## config.mk

```make
export PLATFORM = sky130hd
export DESIGN_NAME = downstream_cancel_processor
export DESIGN_NICKNAME = d
export VERILOG_FILES = /design/src/rtl/downstream_cancel_processor.sv
export SDC_FILE = /design/constraint.sdc
export NUM_CORES = 1
export LEC_CHECK = 0
export CORE_ASPECT_RATIO = 0.9
export CORE_MARGIN = 3
export CORE_UTILIZATION = 70
export CTS_BUF_LIST = sky130_fd_sc_hd__clkbuf_4 sky130_fd_sc_hd__clkbuf_8
export CTS_CLUSTER_DIAMETER = 50
export DETAILED_ROUTE_END_ITERATION = 7
export PLACE_DENSITY_LB_ADDON = 0.15
export SYNTH_ARGS = -nofsm -noshare
export SYNTH_HDL_FRONTEND = slang
export SYNTH_SLANG_ARGS = --single-unit
```

## constraint.sdc

```tcl
create_clock -name clk -period 9.6 [get_ports clk]
set_input_delay 1.44 -clock clk [delete_from_list [all_inputs] [get_ports clk]]
set_output_delay 1.44 -clock clk [all_outputs]
set_load 0.05 [all_outputs]
```

## src/rtl/downstream_cancel_processor.sv

```systemverilog
// Per-client cancelled-quantity table with a 3-cycle read-modify-write update path
// and a handshake-free clear. Define DOWNSTREAM_SATURATE_EN for saturating sums plus sat_flag.
module downstream_cancel_processor #(
    parameter int AMT_W    = 16,
    parameter int CLIENT_W = 5
) (
    input  logic                clk,
    input  logic                HRESETn,
    input  logic                cxl_valid,
    output logic                cxl_ready,
    input  logic [CLIENT_W-1:0] cxl_client_id,
    input  logic [AMT_W-1:0]    cxl_amount,
    input  logic                clr_valid,
    input  logic [CLIENT_W-1:0] clr_client_id,
    input  logic [CLIENT_W-1:0] rd_client_id,
    output logic [AMT_W-1:0]    cancelled_orders,
`ifdef DOWNSTREAM_SATURATE_EN
    output logic                sat_flag,
`endif
    output logic                upd_done,
    output logic                busy
);

    localparam int DEPTH = 1 << CLIENT_W;

    typedef enum logic [1:0] {IDLE, READ, WRITE} state_t;

    state_t                          state, state_nxt;
    logic                            armed;
    logic                            accept, do_write;
    logic [CLIENT_W-1:0]             cur_id;
    logic [AMT_W-1:0]                cur_amt, cur_base, base_eff;
    logic [AMT_W:0]                  sum_full;
    logic [AMT_W-1:0]                wr_data;
    logic                            clr_hit;
    logic [DEPTH-1:0][AMT_W-1:0]     tbl;

    // armed keeps cxl_ready low until the first edge after reset release
    assign cxl_ready        = armed && (state == IDLE);
    assign busy             = (state != IDLE);
    assign cancelled_orders = tbl[rd_client_id];
    assign clr_hit          = clr_valid && (clr_client_id == cur_id);

    always_comb begin
        state_nxt = state;
        accept    = 1'b0;
        do_write  = 1'b0;
        unique case (state)
            IDLE:  if (cxl_valid && cxl_ready) begin
                       accept    = 1'b1;
                       state_nxt = READ;
                   end
            READ:  state_nxt = WRITE;
            WRITE: begin
                       do_write  = 1'b1;
                       state_nxt = IDLE;
                   end
            default: state_nxt = IDLE;
        endcase
    end

    // A clear landing on the write edge wins over the latched base: result is amount only
    assign base_eff = clr_hit ? '0 : cur_base;
    assign sum_full = {1'b0, base_eff} + {1'b0, cur_amt};

`ifdef DOWNSTREAM_SATURATE_EN
    assign wr_data = sum_full[AMT_W] ? {AMT_W{1'b1}} : sum_full[AMT_W-1:0];
`else
    logic wrap_carry_unused;
    assign wrap_carry_unused = sum_full[AMT_W];
    assign wr_data           = sum_full[AMT_W-1:0];
`endif

    always_ff @(posedge clk or negedge HRESETn) begin
        if (!HRESETn) begin
            state    <= IDLE;
            armed    <= 1'b0;
            cur_id   <= '0;
            cur_amt  <= '0;
            cur_base <= '0;
            upd_done <= 1'b0;
        end else begin
            state    <= state_nxt;
            armed    <= 1'b1;
            upd_done <= do_write;
            if (accept) begin
                cur_id  <= cxl_client_id;
                cur_amt <= cxl_amount;
            end
            if (state == READ)
                cur_base <= clr_hit ? '0 : tbl[cur_id];
        end
    end

`ifdef DOWNSTREAM_SATURATE_EN
    always_ff @(posedge clk or negedge HRESETn) begin
        if (!HRESETn)
            sat_flag <= 1'b0;
        else if (do_write && sum_full[AMT_W])
            sat_flag <= 1'b1;
    end
`endif

    // Write to the in-flight client takes priority; a clear to any other client lands too
    always_ff @(posedge clk or negedge HRESETn) begin
        if (!HRESETn) begin
            tbl <= '0;
        end else begin
            for (int i = 0; i < DEPTH; i++) begin
                if (do_write && cur_id == CLIENT_W'(i))
                    tbl[i] <= wr_data;
                else if (clr_valid && clr_client_id == CLIENT_W'(i))
                    tbl[i] <= '0;
            end
        end
    end

endmodule

```

==> metrics.cfg, run 1 <==
[clock_tree]
cts_post_setup_buffers_inserted=0
cts_made_buffers=89
clk-insertion-delay-late_ns=0.70
tritoncts=done
cts.path.max_buffers=3
htree_num_levels=3
cts_root_buf=sky130_fd_sc_hd__clkbuf_8
ctsHoldBuffers=0
clkTransAtPathRegs_ns=0.06
cts_resized=0
clkSinkCount=553

[global_routing]
grt_start_max_net_pins=175
grt_first_pass_wirelength_um=146000
globalRouteTotalUtil_pct=43.5
antenna_found_initial=3
grt_overflow_total=0
number_of_global_route_vias_before_repair=24496

[place]
placed_cells=2901
globalplace.congestion=0.940
io_buffers=53
placed_cell_area_um2=30300
dp_hpwl_um=56000
pre_cts_slack_ns=3.19

[worst_setup_path]
reg2reg_from=cur_id[0]$_DFFE_PN0P_
timing.critical_path.required_ns=8.16
crit_chain=buf_6 > buf_4 > mux4_2 > mux4_2 > mux2_2 > clkdlybuf4s50_1
slowest_delay_ns=0.75
timing.critical_path.slowest_stage_cell=sky130_fd_sc_hd__buf_6
critical_path.startpoint_type=input pin
cp_common_cell=sky130_fd_sc_hd__mux4_2
path_max_fanout=86
timing.critical_path.arrival_ns=5.05
worst-setup-path-type=in2out
r2r.worst_path.cells=13
timing.critical_path.buf_inv=3
reg2reg_to=tbl[330]$_DFFE_PN0P_
timing.critical_path.max_delay_family=buffers and inverters
critical_path.endpoint_type=output pin
ff2ff_setup_slack_ns=4.57

[logic_synthesis]
register_area_share_after_synthesis_pct=46.7
syn_avg_cell_area_um2=11.7
post_synth_cell_types=41
synth.net_count=2584
syn-cell-area_um2=29600
ys_async_sr_fraction_pct=100
post_synth_main_area_contributors=sky130_fd_sc_hd__dfrtp_1 47%, sky130_fd_sc_hd__mux4_2 24%, sky130_fd_sc_hd__o21ai_0 8.8%
yosys_most_used_dff=sky130_fd_sc_hd__dfrtp_1
synth-edff-count=0
post_synthesis_instance_total=2533
synthDominantCellAreaShare_pct=46.7
yosys.cell_count.top_type=sky130_fd_sc_hd__dfrtp_1
synth.cells.most_frequent=553 x sky130_fd_sc_hd__dfrtp_1, 522 x sky130_fd_sc_hd__o21ai_0, 492 x sky130_fd_sc_hd__nand3_1, 320 x sky130_fd_sc_hd__mux4_2, 230 x sky130_fd_sc_hd__clkbuf_1
synth-seq-cells=553
synth_warnings=0
yosys.area.top_type=sky130_fd_sc_hd__dfrtp_1

[die]
die_width_um=223
start_util_pct=72.0
die_outline_area_um2=44800
placementRows=70
die_height_um=201
core_region_area_um2=41200
ioPinCount=54

[timing]
fmax_ghz=0.154
grt_setup_unrepaired=false
hold-worst-slack_ns=0.483
setup_viol=0
setup_ws_ns=3.11
timing.final.crit_share_pct=67.6
final_sum_of_negative_setup_slack_ns=0
worst_pin_slew_ns=1.29
time_the_final_worst_path_needs_with_i_o_delays_and_setup_ns=6.49
maxSlewViolCount=0
relSlewSlack_pct=13.8
timing.final.hold_violations=0
fin_worst_skew_ns=0.0378

[final_layout]
nets=2503
layoutNonFillerInstCount=3066
fraction_of_layout_cells_with_a_size_suffix_above_1_pct=23.8
area_growth_syn_to_layout_pct=8.99
final_cell_area_um2=32300

[route]
drtPass1Iterations=8
drt_iter0_drc=4498
post_drt_via_cell_ratio=7.86
detail_route.drc_violations=10
ant_nets=0
via_count_of_the_routed_design=24106
wl_per_cell_um=31.3
wl_um=96100

[hold_path]
holdPathStages=2
min_delay_worst_endpoint=cur_base[10]$_DFFE_PN0N_
hold_start=cur_base[10]$_DFFE_PN0N_
min_path_type=reg2reg

[power]
power_density_nw_per_um2=255
leakagePower_nw=13.4
vdd.ir_drop.worst_mv=0.284

[run]
total_of_max_cap_violations=0

[status]
outcome=finished with violations
failed_checks=DRC

[cells by family after synthesis]
kind of cell | count (synthesis) | synth area share (%)
AND/OR/NAND/NOR | 684 | 11.2
AO/OA/AOI/OAI | 606 | 10.6
flip-flops | 553 | 46.7
multiplexers | 374 | 26.3
buffers and inverters | 284 | 4.02
adder cells (fa/ha/maj) | 16 | 0.701
XOR/XNOR | 15 | 0.444
other | 1 | 0.0127
[metrics by stage]
stage | power (W) | util, %
floorplan | 0.00503 | -
global placement | 0.00575 | 73.5
detailed placement | 0.00590 | 73.5
CTS | 0.00814 | 78.4
global route | 0.00856 | 78.4
finish | 0.00824 | 78.4
[state kept, by name (all words and copies together), names as in the netlist]
signal / flops
armed: 1
cur_amt: 16
cur_base: 16
cur_id: 5
state: 2
tbl: 512
upd_done: 1
[worst max path at each step]
stage	from	to	cells after the start
6_report	rd_client_id[1]	cancelled_orders[0]	6
2_1_floorplan	rd_client_id[1]	cancelled_orders[0]	5
5_1_grt	rd_client_id[0]	cancelled_orders[3]	6
3_5_place_dp	rd_client_id[0]	cancelled_orders[3]	6
3_3_place_gp	rd_client_id[0]	cancelled_orders[2]	6
4_1_cts	rd_client_id[0]	cancelled_orders[0]	6
[cells in the final DEF, fill, tap and decap left out, types with 9 or more instances in the layout]
cell / count
sky130_fd_sc_hd__a21o_1: 9
sky130_fd_sc_hd__clkbuf_4: 31
sky130_fd_sc_hd__nor2b_1: 26
sky130_fd_sc_hd__dfrtp_1: 549
sky130_fd_sc_hd__clkdlybuf4s50_1: 48
sky130_fd_sc_hd__o21ai_0: 521
sky130_fd_sc_hd__clkinv_2: 9
sky130_fd_sc_hd__nor2_1: 47
sky130_fd_sc_hd__a21oi_1: 11
sky130_fd_sc_hd__nand3_1: 485
sky130_fd_sc_hd__ha_1: 15
sky130_fd_sc_hd__nand2_1: 89
sky130_fd_sc_hd__mux2_2: 36
sky130_fd_sc_hd__a31oi_1: 34
sky130_fd_sc_hd__clkbuf_8: 118
sky130_fd_sc_hd__o21ai_1: 18
sky130_fd_sc_hd__buf_4: 47
sky130_fd_sc_hd__mux2i_1: 17
sky130_fd_sc_hd__mux4_2: 320
[layer usage]
metal / vias up / track usage (%) / routed length (um)
met2: 2198 / 60.7 / 41100
met1: 11871 / 57.1 / 32400
met5: - / 0 / 26
met4: 4 / 26.0 / 6880
li1: 9492 / - / -
met3: 541 / 19.3 / 15700
[worst reg2reg max path: stages (launching register included)]
cell and delay, ns:
sky130_fd_sc_hd__dfrtp_4 0.97, sky130_fd_sc_hd__xnor2_1 0.20, sky130_fd_sc_hd__nand2_1 0.15, sky130_fd_sc_hd__nor2_1 0.79
sky130_fd_sc_hd__nor2b_1 0.12, sky130_fd_sc_hd__ha_1 0.24, sky130_fd_sc_hd__inv_1 0.08, sky130_fd_sc_hd__fa_1 0.23
sky130_fd_sc_hd__nor2b_1 0.08, sky130_fd_sc_hd__o2111ai_1 0.21, sky130_fd_sc_hd__a21oi_1 0.19, sky130_fd_sc_hd__nor3_1 0.43
sky130_fd_sc_hd__xor2_4 0.86, sky130_fd_sc_hd__o21ai_0 0.28
[report_power, final]
part	leakage, nW	total, W	internal (W)	switching [W]
clock network	1.07	0.00227	0.00129	0.000981
registers	7.50	0.00339	0.00289	0.000499
logic	4.85	0.00258	0.00112	0.00146
[final cells by class]
type	count	area, um2
flip-flops and latches	553	13800
multi-input cells	1696	14800
diodes	1	2.50
well taps	540	676
clock inverters	16	166
repair buffers	104	963
fillers	2514	8880
clock buffers	148	1840
inverters	8	30.0
Note: power is estimated with default switching activity, not from simulation.
==> run 2: changes to the inputs <==
--- a/config.mk
+++ b/config.mk
@@ -7,7 +7,7 @@
 export LEC_CHECK = 0
 export CORE_ASPECT_RATIO = 0.9
 export CORE_MARGIN = 3
-export CORE_UTILIZATION = 70
+export CORE_UTILIZATION = 65
 export CTS_BUF_LIST = sky130_fd_sc_hd__clkbuf_4 sky130_fd_sc_hd__clkbuf_8
 export CTS_CLUSTER_DIAMETER = 50
 export DETAILED_ROUTE_END_ITERATION = 7
==> constraint.sdc (replaced) <==
create_clock -name clk -period 6.6 [get_ports clk]
set_input_delay 0.99 -clock clk [delete_from_list [all_inputs] [get_ports clk]]
set_output_delay 0.99 -clock clk [all_outputs]
set_load 0.05 [all_outputs]
==> metrics.cfg, run 2 (synthesized netlist as in run 1, its figures left out) <==
[worst_setup_path]
reg2reg_to=tbl[252]$_DFFE_PN0P_
timing.critical_path.required_ns=5.61
ff2ff_setup_slack_ns=1.70
setup.worst_path.start=rd_client_id[0]
crit_end=cancelled_orders[15]
timing.critical_path.arrival_ns=4.16
critical_path.endpoint_type=output pin
r2r.worst_path.cells=12
critical_path.startpoint_type=input pin
reg2reg_from=cur_id[0]$_DFFE_PN0P_
worst-setup-path-type=in2out
path_max_fanout=41

[route]
detail_route.drc_violations=0
ant_nets=0
post_drt_via_cell_ratio=7.51
drt_iter0_drc=3693
wl_per_cell_um=30.1
wl_um=94500
via_count_of_the_routed_design=23539
drtPass1Iterations=6

[timing]
fmax_ghz=0.194
relSlewSlack_pct=14.0
final_sum_of_negative_setup_slack_ns=0
worst_pin_slew_ns=1.29
setup_viol=0
maxSlewViolCount=0
timing.final.crit_share_pct=78.0
setup_ws_ns=1.45
timing.final.hold_violations=0
grt_setup_unrepaired=false
time_the_final_worst_path_needs_with_i_o_delays_and_setup_ns=5.15
hold-worst-slack_ns=0.350
fin_worst_skew_ns=0.0183

[die]
die_outline_area_um2=48200
die_width_um=231
core_region_area_um2=44600
placementRows=73
ioPinCount=54
die_height_um=209
start_util_pct=66.4

[final_layout]
fraction_of_layout_cells_with_a_size_suffix_above_1_pct=23.8
registers.top_by_ff_count=tbl
final_common_cell=sky130_fd_sc_hd__dfrtp_1
flip_flop_count_of_the_largest_register_after_layout=512
area_growth_syn_to_layout_pct=9.25
nets=2516
largestRegisters=tbl x512, cur_amt x16, cur_base x16
final_cell_area_um2=32400
most-common-layout-cells=549 x sky130_fd_sc_hd__dfrtp_1, 521 x sky130_fd_sc_hd__o21ai_0, 492 x sky130_fd_sc_hd__nand3_1, 320 x sky130_fd_sc_hd__mux4_2, 118 x sky130_fd_sc_hd__clkbuf_8

[clock_tree]
cts_post_setup_buffers_inserted=0
cts_made_buffers=90
htree_num_levels=3
cts_root_buf=sky130_fd_sc_hd__clkbuf_8
cts.path.max_buffers=3
tritoncts=done
clkTransAtPathRegs_ns=0.06
cts_resized=0
ctsHoldBuffers=0
clk-insertion-delay-late_ns=0.70
clkSinkCount=553

[global_routing]
grt_first_pass_wirelength_um=145000
globalRouteTotalUtil_pct=40.3
antenna_found_initial=3
number_of_global_route_vias_before_repair=23809
grt_overflow_total=0
grt_start_max_net_pins=176

[power]
netSwitchingPower_w=0.00426
leakagePower_nw=13.4
sequentialPowerShare_pct=41.3
vdd.ir_drop.worst_mv=0.287
internal_power_w=0.00762
switching_share_pct=35.8
power.combinational.fraction_pct=31.5
power_density_nw_per_um2=367
share_clk_of_total_power_pct=27.1

[place]
io_buffers=53
placed_cell_area_um2=30400
pre_cts_slack_ns=1.17
globalplace.congestion=0.919
dp_hpwl_um=57400

[run]
total_of_max_cap_violations=0

[hold_path]
min_path_type=in2async

[status]
outcome=finished, final reports clean

[run 2: metrics by stage]
stage / util (%) / total power, W / std cells
6_report: 72.6 / 0.0119 / 3136
5_1_grt: 72.6 / 0.0124 / 3136
4_1_cts: 72.5 / 0.0118 / 3133
3_5_place_dp: 68.2 / 0.00859 / 2972
3_3_place_gp: 68.2 / 0.00838 / 2972
2_1_floorplan: - / 0.00732 / 2533
[run 2: worst min path at each step]
stage / from / to / slack [ns] / cells after the start
floorplan: cur_base[0]$_DFFE_PN0N_ / cur_base[0]$_DFFE_PN0N_ / 0.45 / 2
global placement: cur_base[3]$_DFFE_PN0N_ / cur_base[3]$_DFFE_PN0N_ / 0.47 / 2
detailed placement: cur_base[2]$_DFFE_PN0N_ / cur_base[2]$_DFFE_PN0N_ / 0.47 / 2
CTS: HRESETn / tbl[344]$_DFFE_PN0P_ / 0.42 / 1
global route: HRESETn / cur_amt[8]$_DFFE_PN0P_ / 0.44 / 1
finish: HRESETn / cur_amt[10]$_DFFE_PN0P_ / 0.35 / 1
[run 2: cell type report]
| type | instances | area [um2] |
|---|---|---|
| multi-input combinational | 1696 | 14700 |
| sequential | 553 | 13800 |
| fill | 3113 | 12200 |
| clock buffer | 144 | 1810 |
| timing repair buffer | 116 | 1100 |
| tap | 600 | 751 |
| clock inverter | 17 | 131 |
| inverter | 8 | 30.0 |
| antenna | 2 | 5.00 |
[run 2: power by group through the flow]
stage               combinational (W)  sequential, W  clock (W)
floorplan                     0.00268        0.00464          0
global placement              0.00355        0.00483          0
detailed placement            0.00368        0.00491          0
CTS                           0.00369        0.00487    0.00323
global route                  0.00401        0.00499    0.00340
finish                        0.00375        0.00491    0.00322
[run 2: critical path, stage by stage]
cell and delay (ns):
sky130_fd_sc_hd__clkbuf_8 0.45, sky130_fd_sc_hd__buf_4 0.47, sky130_fd_sc_hd__mux4_2 0.56, sky130_fd_sc_hd__mux4_2 0.55
sky130_fd_sc_hd__mux2_2 0.31, sky130_fd_sc_hd__clkdlybuf4s50_1 0.72
[run 2: metal layers]
layer / track usage [%] / up-vias / share of wire, %
met4: 22.5 / 4 / 5.7
met1: 54.5 / 11888 / 35
li1: - / 9499 / -
met2: 58.5 / 1784 / 46
met5: 0 / - / 0.029
met3: 13.0 / 364 / 13
